**config.mk**
```make
export PLATFORM = sky130hd
export DESIGN_NAME = seg_scan_ctrl
export DESIGN_NICKNAME = d
export VERILOG_FILES = /design/src/rtl/seg_scan_ctrl.sv
export SDC_FILE = /design/constraint.sdc
export NUM_CORES = 1
export LEC_CHECK = 0
export BUFFER_PORTS_ARGS = -buffer_cell sky130_fd_sc_hd__buf_4
export CELL_PAD_IN_SITES_DETAIL_PLACEMENT = 0
export CELL_PAD_IN_SITES_GLOBAL_PLACEMENT = 1
export CORE_UTILIZATION = 45
export CTS_CLUSTER_SIZE = 25
export DETAILED_ROUTE_END_ITERATION = 12
export MAX_ROUTING_LAYER = met4
export PLACE_DENSITY_LB_ADDON = 0.1
export SYNTH_ARGS = -nofsm -noshare
export SYNTH_HDL_FRONTEND = slang
export SYNTH_SLANG_ARGS = --single-unit
```
**constraint.sdc**
```tcl
create_clock -name clk -period 6.31 [get_ports clk]
set_input_delay 1.262 -clock clk [delete_from_list [all_inputs] [get_ports clk]]
set_output_delay 1.262 -clock clk [all_outputs]
set_load 0.05 [all_outputs]
```
**src/rtl/seg_scan_ctrl.sv**
```systemverilog
`default_nettype none
// ============================================================================
//  Module   : seg_scan_ctrl
//  Purpose  : Time-multiplexes one shared 4-bit-to-7-segment decoder across
//             NUM_DIGITS common-anode digits. Each digit owns a slot of
//             REFRESH_DIV cycles. The first DEAD_CYC cycles of every slot keep
//             all digits off so the previous digit's pattern does not ghost.
//             Display contents arrive over a req/ack handshake into a shadow
//             buffer. The shadow is promoted to the active buffer only on the
//             frame-wrap edge, so a frame never tears.
//  Ports    : clk, rst_n        clock, synchronous active-low reset
//             upd_req/upd_ack   update handshake (ack = one-cycle pulse)
//             upd_data          4 bits per digit, digit i = [4i+3:4i]
//             upd_blank         1 = digit dark
//             busy              shadow holds data not yet applied
//             bcd               value for the shared segment decoder
//             dig_n             active-low digit enables
//             frame_start       pulse in the first cycle of slot 0
//  Option   : `define SEG_BLINK_EN adds the BLINK_FRAMES parameter, the
//             blink_mask input (double-buffered) and the blink_phase output.
//  Revision : 1.0  initial release
// ============================================================================
module seg_scan_ctrl #(
    parameter int NUM_DIGITS   = 4,
    parameter int REFRESH_DIV  = 50000,
    parameter int DEAD_CYC     = 4
`ifdef SEG_BLINK_EN
    ,
    parameter int BLINK_FRAMES = 32
`endif
) (
    input  logic                      clk,
    input  logic                      rst_n,
    input  logic                      upd_req,
    input  logic [4*NUM_DIGITS-1:0]   upd_data,
    input  logic [NUM_DIGITS-1:0]     upd_blank,
`ifdef SEG_BLINK_EN
    input  logic [NUM_DIGITS-1:0]     blink_mask,
    output logic                      blink_phase,
`endif
    output logic                      upd_ack,
    output logic                      busy,
    output logic [3:0]                bcd,
    output logic [NUM_DIGITS-1:0]     dig_n,
    output logic                      frame_start
);

    localparam int c_DW = (REFRESH_DIV > 1) ? $clog2(REFRESH_DIV) : 1;
    localparam int c_IW = (NUM_DIGITS > 1) ? $clog2(NUM_DIGITS) : 1;

    localparam logic [c_DW-1:0] c_DIV_LAST = c_DW'(REFRESH_DIV - 1);
    localparam logic [c_IW-1:0] c_IDX_LAST = c_IW'(NUM_DIGITS - 1);
    localparam logic [c_DW-1:0] c_DEAD     = c_DW'(DEAD_CYC);

`ifdef SEG_BLINK_EN
    localparam int              c_BW         = $clog2(BLINK_FRAMES + 1);
    localparam logic [c_BW-1:0] c_BLINK_LAST = c_BW'(BLINK_FRAMES - 1);
`endif

    // Scan position. r_run is low for the first cycle after reset so the
    // counters hold at 0 once and every registered output can be computed
    // from the next-cycle position: outputs then line up with div_cnt/dig_idx.
    logic                    r_run;
    logic [c_DW-1:0]         r_div_cnt;
    logic [c_IW-1:0]         r_dig_idx;

    logic [4*NUM_DIGITS-1:0] r_active_data;
    logic [NUM_DIGITS-1:0]   r_active_blank;
    logic [4*NUM_DIGITS-1:0] r_shadow_data;
    logic [NUM_DIGITS-1:0]   r_shadow_blank;

`ifdef SEG_BLINK_EN
    logic [NUM_DIGITS-1:0]   r_active_mask;
    logic [NUM_DIGITS-1:0]   r_shadow_mask;
    logic [c_BW-1:0]         r_blink_cnt;
    logic                    w_phase_nxt;
    logic [NUM_DIGITS-1:0]   w_mask_nxt;
`endif

    logic                    w_slot_wrap;
    logic                    w_frame_wrap;
    logic                    w_apply;
    logic                    w_capture;
    logic [c_DW-1:0]         w_div_nxt;
    logic [c_IW-1:0]         w_idx_nxt;
    logic [4*NUM_DIGITS-1:0] w_data_nxt;
    logic [NUM_DIGITS-1:0]   w_blank_nxt;
    logic [NUM_DIGITS-1:0]   w_blank_eff;
    logic [3:0]              w_bcd_nxt;
    logic                    w_blank_sel;
    logic [NUM_DIGITS-1:0]   w_dign_nxt;

    always_comb begin
        w_slot_wrap  = r_run && (r_div_cnt == c_DIV_LAST);
        w_frame_wrap = w_slot_wrap && (r_dig_idx == c_IDX_LAST);
        // Apply and capture are mutually exclusive through busy, so a request
        // seen on the frame-wrap edge with busy=0 is only captured there.
        w_apply      = w_frame_wrap && busy;
        w_capture    = upd_req && !busy && !upd_ack;

        if (!r_run || w_slot_wrap) begin
            w_div_nxt = '0;
        end else begin
            w_div_nxt = r_div_cnt + 1'b1;
        end

        if (w_slot_wrap) begin
            w_idx_nxt = (r_dig_idx == c_IDX_LAST) ? '0 : r_dig_idx + 1'b1;
        end else begin
            w_idx_nxt = r_dig_idx;
        end

        // Buffer contents as they will be after this edge; the shadow is
        // forwarded so slot 0 of the new frame already shows the new data.
        w_data_nxt  = w_apply ? r_shadow_data  : r_active_data;
        w_blank_nxt = w_apply ? r_shadow_blank : r_active_blank;

`ifdef SEG_BLINK_EN
        w_mask_nxt  = w_apply ? r_shadow_mask : r_active_mask;
        w_phase_nxt = blink_phase;
        if (w_frame_wrap && (r_blink_cnt == c_BLINK_LAST)) begin
            w_phase_nxt = ~blink_phase;
        end
        w_blank_eff = w_blank_nxt | (w_mask_nxt & {NUM_DIGITS{~w_phase_nxt}});
`else
        w_blank_eff = w_blank_nxt;
`endif

        w_bcd_nxt   = 4'd0;
        w_blank_sel = 1'b1;
        for (int i = 0; i < NUM_DIGITS; i++) begin
            if (c_IW'(i) == w_idx_nxt) begin
                w_bcd_nxt   = w_data_nxt[4*i +: 4];
                w_blank_sel = w_blank_eff[i];
            end
        end

        // One-hot-low enable, all off during dead time or when blanked.
        w_dign_nxt = '1;
        if ((w_div_nxt >= c_DEAD) && !w_blank_sel) begin
            for (int i = 0; i < NUM_DIGITS; i++) begin
                if (c_IW'(i) == w_idx_nxt) begin
                    w_dign_nxt[i] = 1'b0;
                end
            end
        end
    end

    always_ff @(posedge clk) begin
        if (!rst_n) begin
            r_run          <= 1'b0;
            r_div_cnt      <= '0;
            r_dig_idx      <= '0;
            r_active_data  <= '0;
            r_active_blank <= '1;
            r_shadow_data  <= '0;
            r_shadow_blank <= '0;
            busy           <= 1'b0;
            upd_ack        <= 1'b0;
            bcd            <= 4'd0;
            dig_n          <= '1;
            frame_start    <= 1'b0;
        end else begin
            r_run     <= 1'b1;
            r_div_cnt <= w_div_nxt;
            r_dig_idx <= w_idx_nxt;

            if (w_apply) begin
                r_active_data  <= r_shadow_data;
                r_active_blank <= r_shadow_blank;
                busy           <= 1'b0;
            end else if (w_capture) begin
                r_shadow_data  <= upd_data;
                r_shadow_blank <= upd_blank;
                busy           <= 1'b1;
            end

            upd_ack     <= w_apply;
            frame_start <= (w_div_nxt == '0) && (w_idx_nxt == '0);
            if (w_div_nxt == '0) begin
                bcd <= w_bcd_nxt;
            end
            dig_n <= w_dign_nxt;
        end
    end

`ifdef SEG_BLINK_EN
    always_ff @(posedge clk) begin
        if (!rst_n) begin
            r_active_mask <= '0;
            r_shadow_mask <= '0;
            r_blink_cnt   <= '0;
            blink_phase   <= 1'b1;
        end else begin
            if (w_apply) begin
                r_active_mask <= r_shadow_mask;
            end else if (w_capture) begin
                r_shadow_mask <= blink_mask;
            end
            if (w_frame_wrap) begin
                r_blink_cnt <= (r_blink_cnt == c_BLINK_LAST) ? '0 : r_blink_cnt + 1'b1;
            end
            blink_phase <= w_phase_nxt;
        end
    end
`endif

endmodule
`default_nettype wire

```
==> impl_metrics.py, run 1 <==
metrics = {
    "status": {
        "status": "complete, no violations",
    },
    "logic_synthesis": {
        "netlist_top_cells_count": "93 x nand2_1, 70 x dfxtp_1, 40 x a21oi_1",
        "syn-cell-area_mm2": 0.00333,
        "netlist.area_leader.share_pct": 42.1,
        "synth_fp_nets": 414,
        "syn_avg_cell_area_um2": 8.56,
        "yosysWarnings": 0,
        "synth_cell_types": 59,
        "ys_top_cells_by_area": "dfxtp_1 42%, nand2_1 10%, a21oi_1 6.0%",
        "async_reset_ff_share_pct": 0,
        "ys.flop_type": "dfxtp_1",
        "synth_top_cell_by_area": "dfxtp_1",
        "synth-edff-count": 0,
        "synthCells": 389,
        "ys_ff_latch": 70,
        "ys_seq_area_share_pct": 42.1,
        "yosysMostFrequentCell": "nand2_1",
    },
    "worst_setup_path": {
        "arrival_ps": 1350,
        "start_kind": "flip-flop",
        "worst_path_largest_cell_delay_ps": 700,
        "worstSetupPathType": "flip-flop to output port",
        "crit_buf_inv": 1,
        "cp_top_family": "flip-flops",
        "crit_slowest_cell": "dfxtp_1",
        "rr_startpoint": "r_dig_idx[0]",
        "cp_max_fo": 11,
        "worst_setup_path_end_kind": "output port",
        "cp_data_required_time_ps": 5050,
        "crit_start": "busy",
        "crit_chain": "buf_4",
    },
    "grt": {
        "antenna_found_initial": 0,
        "grt-ovfl-total": 0,
        "grt_first_pass_wirelength_um": 12200,
        "grt_pass1_vias": 2520,
        "grt_use_total_pct": 21.6,
        "grt_max_degree": 39,
    },
    "pwr": {
        "p_total_w": 0.000931,
        "leakage_nw": 1.41,
        "ir_drop_mv": 0.166,
        "power_density_mw_per_mm2": 243,
    },
    "sta": {
        "relSlewSlack_pct": 50.2,
        "slew_viol_final": 0,
        "finalSetupTns_ps": 0,
        "fin_skew_ps": 12.8,
        "hold_viol": 0,
        "period_minus_slack_ps": 2620,
        "setup-violations-final": 0,
        "rsz0062_at_grt": "false",
        "period_share_pct": 41.5,
        "worstMarginPinSlew_ps": 747,
        "fmax_ghz": 0.382,
        "hold_ws_ps": 457,
    },
    "route": {
        "avgRoutedWirePerCell_um": 14.6,
        "drtIter0Drc": 119,
        "routed_wl_um": 7430,
        "via_count": 2694,
        "drtPass1Iterations": 4,
        "drc_errors": 0,
        "ant_nets": 0,
        "viasPerCell": 5.28,
    },
    "worst_hold_path": {
        "hold_start": "r_active_data[3]",
        "hp-class": "flip-flop to flip-flop",
    },
    "cts": {
        "cts-hold-fix-buffers": 0,
        "cts.sinks": 70,
        "clk_pin_slew_ps": 80,
        "clockBufferDepth": 2,
        "numCtsBuffers": 9,
        "cts_tree": "built",
        "ctsResizeCount": 0,
        "ctsRootBufferMaster": "clkbuf_8",
        "postCtsSetupRepairBufs": 0,
        "clkLatencyLatePin_ps": 350,
        "cts_max_level": 3,
    },
    "placed_design": {
        "io_buffer_count": 33,
        "placed_area_mm2": 0.00359,
        "dp_hpwl_um": 5130,
        "post-place-cells": 494,
        "routabilityCongestion": 0.771,
    },
    "cells_and_area": {
        "syn_to_final_growth_pct": 14.9,
        "layout.nets": 434,
        "drive_above_1_share_pct": 19.8,
        "postLayoutCellArea_mm2": 0.00382,
        "stdcell_count": 510,
        "diodes": 0,
        "fillers": 676,
    },
    "die": {
        "die_area_mm2": 0.00774,
        "num_rows": 30,
        "core_mm2": 0.00698,
        "ios": 34,
        "start_util_pct": 47.7,
        "chipHeight_um": 88,
        "fp.dieW_um": 88,
    },
    "flow_run": {
        "cap_violations": 0,
    },
}
==> layout by cell type (no fill, tap or decap), drive strengths merged, types with 3 or more instances in the layout <==
cell	count
a211oi	8
a21oi	40
a22oi	3
a311oi	3
and3	4
and4	3
buf	35
clkbuf	10
dfxtp	70
inv	5
mux2	3
mux2i	12
nand2	94
nand2b	4
nand3	6
nand4	8
nor2	27
nor2b	5
nor3	4
o211ai	6
o21ai	9
o221a	3
or2	3
or4b	3
xnor2	12
xor2	5
==> layer usage <==
metal,GRT usage [%],routed length (um),up-vias
li1,-,-,1390
met1,27.6,3610,1249
met2,33.8,3460,45
met3,4.81,243,10
met4,7.30,104,0
met5,-,0,-
==> stage by stage <==
stage / util, % / setup slack [ps]
detailed placement: 51.5 / 3810
global placement: 51.5 / 3870
finish: 54.8 / 3690
CTS: 54.8 / 3660
floorplan: - / 4050
global route: 54.8 / 3560
==> area by class of cell <==
type,instances,area [um2],area share [%]
clock buffer,10,138,3.60
clock inverter,6,92.6,2.42
timing repair buffer,35,263,6.87
tap,96,120,3.14
sequential,70,1400,36.6
multi-input combinational,288,1790,46.8
inverter,5,18.8,0.491
==> sequential cells by signal, summed over array words and instances, names as in the netlist, 2 cells and up <==
| register | cells |
|---|---|
| r_dig_idx | 2 |
| r_active_blank | 4 |
| dig_n | 4 |
| bcd | 4 |
| r_shadow_data | 16 |
| r_active_data | 16 |
| r_shadow_blank | 4 |
| r_div_cnt | 16 |
==> power by group <==
part           switching (W)  internal, W  total (W)  leakage [nW]
registers         0.00000980     0.000452   0.000462         0.569
logic              0.0000323    0.0000231  0.0000554         0.736
clock network       0.000178     0.000235   0.000413         0.109
total               0.000220     0.000711   0.000931          1.41
==> kinds of logic after synthesis <==
| kind of cell | after synthesis | share of synthesized area (%) |
|---|---|---|
| AND/OR/NAND/NOR | 173 | 27.6 |
| AO/OA/AOI/OAI | 81 | 15.6 |
| flip-flops | 70 | 42.1 |
| buffers and inverters | 31 | 4.10 |
| XOR/XNOR | 17 | 4.47 |
| multiplexers | 15 | 5.38 |
| adder cells (fa/ha/maj) | 2 | 0.752 |
==> final timing paths <==
| kind | slack, ps | cells after the start | to |
|---|---|---|---|
| hold / removal | 460 | 2 | r_active_data[3] |
| setup reg to reg | 3770 | 6 | bcd[0] |
| setup / recovery | 3690 | 1 | busy |
| hold reg to reg | 460 | 2 | r_active_data[3] |
Note: power is estimated with default switching activity, not from simulation.
==> inputs of run 2 (changes only) <==
CORE_UTILIZATION = 44   (was 45)
clock period = 2.5 ns   (was 6.31 ns; I/O delays follow)
==> impl_metrics.py, run 2 (same netlist as run 1, synthesis figures left out) <==
metrics = {
    "status": {
        "status": "complete, no violations",
    },
    "sta": {
        "hold_viol": 0,
        "relSlewSlack_pct": 47.9,
        "fmax_ghz": 0.437,
        "period_share_pct": 91.4,
        "hold_ws_ps": 363,
        "fin_ws_ps": 214,
        "setup-violations-final": 0,
        "finalSetupTns_ps": 0,
        "rsz0062_at_grt": "false",
        "worstMarginPinSlew_ps": 781,
        "fin_skew_ps": 10.1,
        "period_minus_slack_ps": 2290,
        "slew_viol_final": 0,
    },
    "worst_setup_path": {
        "crit_slowest_cell": "or4_4",
        "start_kind": "flip-flop",
        "crit_buf_inv": 0,
        "worstSetupPathType": "flip-flop to flip-flop",
        "crit_start": "r_div_cnt[1]",
        "arrival_ps": 2490,
        "worst_setup_path_end_kind": "flip-flop",
        "rr_startpoint": "r_div_cnt[1]",
        "cp_top_family": "simple AND/OR/NAND/NOR gates",
        "crit_chain": "ha_2, nand3_4, or4_4, mux2i_1, o2111a_2, a21oi_1, o2111ai_1",
        "cp_max_fo": 8,
        "worst_path_largest_cell_delay_ps": 560,
        "cp_data_required_time_ps": 2710,
    },
    "route": {
        "ant_nets": 0,
        "drc_errors": 0,
        "via_count": 2727,
        "avgRoutedWirePerCell_um": 14.1,
        "routed_wl_um": 7320,
        "drtPass1Iterations": 4,
        "viasPerCell": 5.26,
        "drtIter0Drc": 62,
    },
    "cells_and_area": {
        "layout_common_cells": "93 x nand2_1, 70 x dfxtp_1, 41 x buf_4, 40 x a21oi_1, 26 x nor2_1",
        "drive_above_1_share_pct": 21.0,
        "fillers": 751,
        "syn_to_final_growth_pct": 15.9,
        "diodes": 0,
        "top_regs": "r_active_data: 16 flops, r_div_cnt: 16 flops, r_shadow_data: 16 flops",
        "stdcell_count": 518,
        "layout.nets": 440,
        "mostFrequentLayoutCell": "nand2_1",
    },
    "cts": {
        "ctsRootBufferMaster": "clkbuf_8",
        "clockBufferDepth": 2,
        "cts_tree": "built",
        "clk_pin_slew_ps": 80,
        "cts-hold-fix-buffers": 0,
        "clkLatencyLatePin_ps": 350,
        "ctsResizeCount": 0,
        "cts.sinks": 70,
        "postCtsSetupRepairBufs": 0,
        "numCtsBuffers": 9,
        "cts_max_level": 3,
    },
    "placed_design": {
        "dp_hpwl_um": 5130,
        "routabilityCongestion": 0.819,
        "io_buffer_count": 33,
        "preCtsSetupSlack_ps": 176,
        "post-place-cells": 503,
    },
    "grt": {
        "grt_pass1_vias": 2543,
        "grt_first_pass_wirelength_um": 12200,
        "grt_use_total_pct": 21.4,
        "grt-ovfl-total": 0,
        "antenna_found_initial": 0,
        "grt_max_degree": 43,
    },
    "die": {
        "start_util_pct": 45.6,
        "core_mm2": 0.00729,
        "fp.dieW_um": 89.0,
        "chipHeight_um": 89.0,
        "ios": 34,
        "num_rows": 31,
        "die_area_mm2": 0.00792,
    },
    "pwr": {
        "leakage_nw": 1.44,
        "p_total_w": 0.00230,
        "ir_drop_mv": 0.323,
        "power_density_mw_per_mm2": 597,
    },
    "flow_run": {
        "cap_violations": 0,
    },
    "worst_hold_path": {
        "hold_start": "rst_n",
        "hp-class": "input port to flip-flop",
    },
}
-- run 2: cell count changes in the layout (fill, tap and decap cells not counted), sizes merged --
cell,change
clkinv,+3
inv,-1
buf,+6
clkinvlp,-2
clkbuf,-1
-- run 2: worst register-to-register path, delay by kind of cell, from the launching register on --
family                     cells  cell delay [ps]
and+or+nand+nor                2              710
AOI/OAI and AO/OA              3              640
DFF                            1              390
adders and majority gates      1              280
muxes                          1              130
-- run 2: path summary, 6_finish.rpt --
kind                                           to  slack [ps]  cells past startpoint
worst min register to register  r_shadow_blank[0]         450                      2
worst max-delay path                     dig_n[2]         210                      7
worst min-delay path                        r_run         360                      1
worst max register to register           dig_n[2]         210                      7
-- run 2: routing by layer --
| metal | share of wire (%) | GRT usage (%) |
|---|---|---|
| met2 | 48 | 35.7 |
| met1 | 48 | 25.7 |
| met5 | 0 | - |
| met3 | 3.0 | 4.43 |
| met4 | 1.6 | 7.36 |
-- run 2: layout make-up --
cell class              instances  area [um2]  area share (%)
multi-input cells             288        1790            46.5
inverters                       5        18.8           0.487
clock buffers                   9         124            3.21
repair buffers                 41         308            7.98
well taps                      99         124            3.21
clock inverters                 6        87.6            2.27
flip-flops and latches         70        1400            36.3
-- run 2: where the power goes --
part	internal, W	switching, W	leakage (nW)
Combinational	0.0000609	0.0000871	0.763
Clock	0.000556	0.000438	0.109
Sequential	0.00114	0.0000185	0.569
Total	0.00176	0.000544	1.44
-- run 2: metrics by stage --
| stage | instance area (um2) | utilization (%) |
|---|---|---|
| 2_1_floorplan | 3330 | - |
| 3_3_place_gp | 3640 | 49.9 |
| 3_5_place_dp | 3640 | 49.9 |
| 4_1_cts | 3850 | 52.8 |
| 5_1_grt | 3860 | 52.9 |
| 6_report | 3860 | 52.9 |
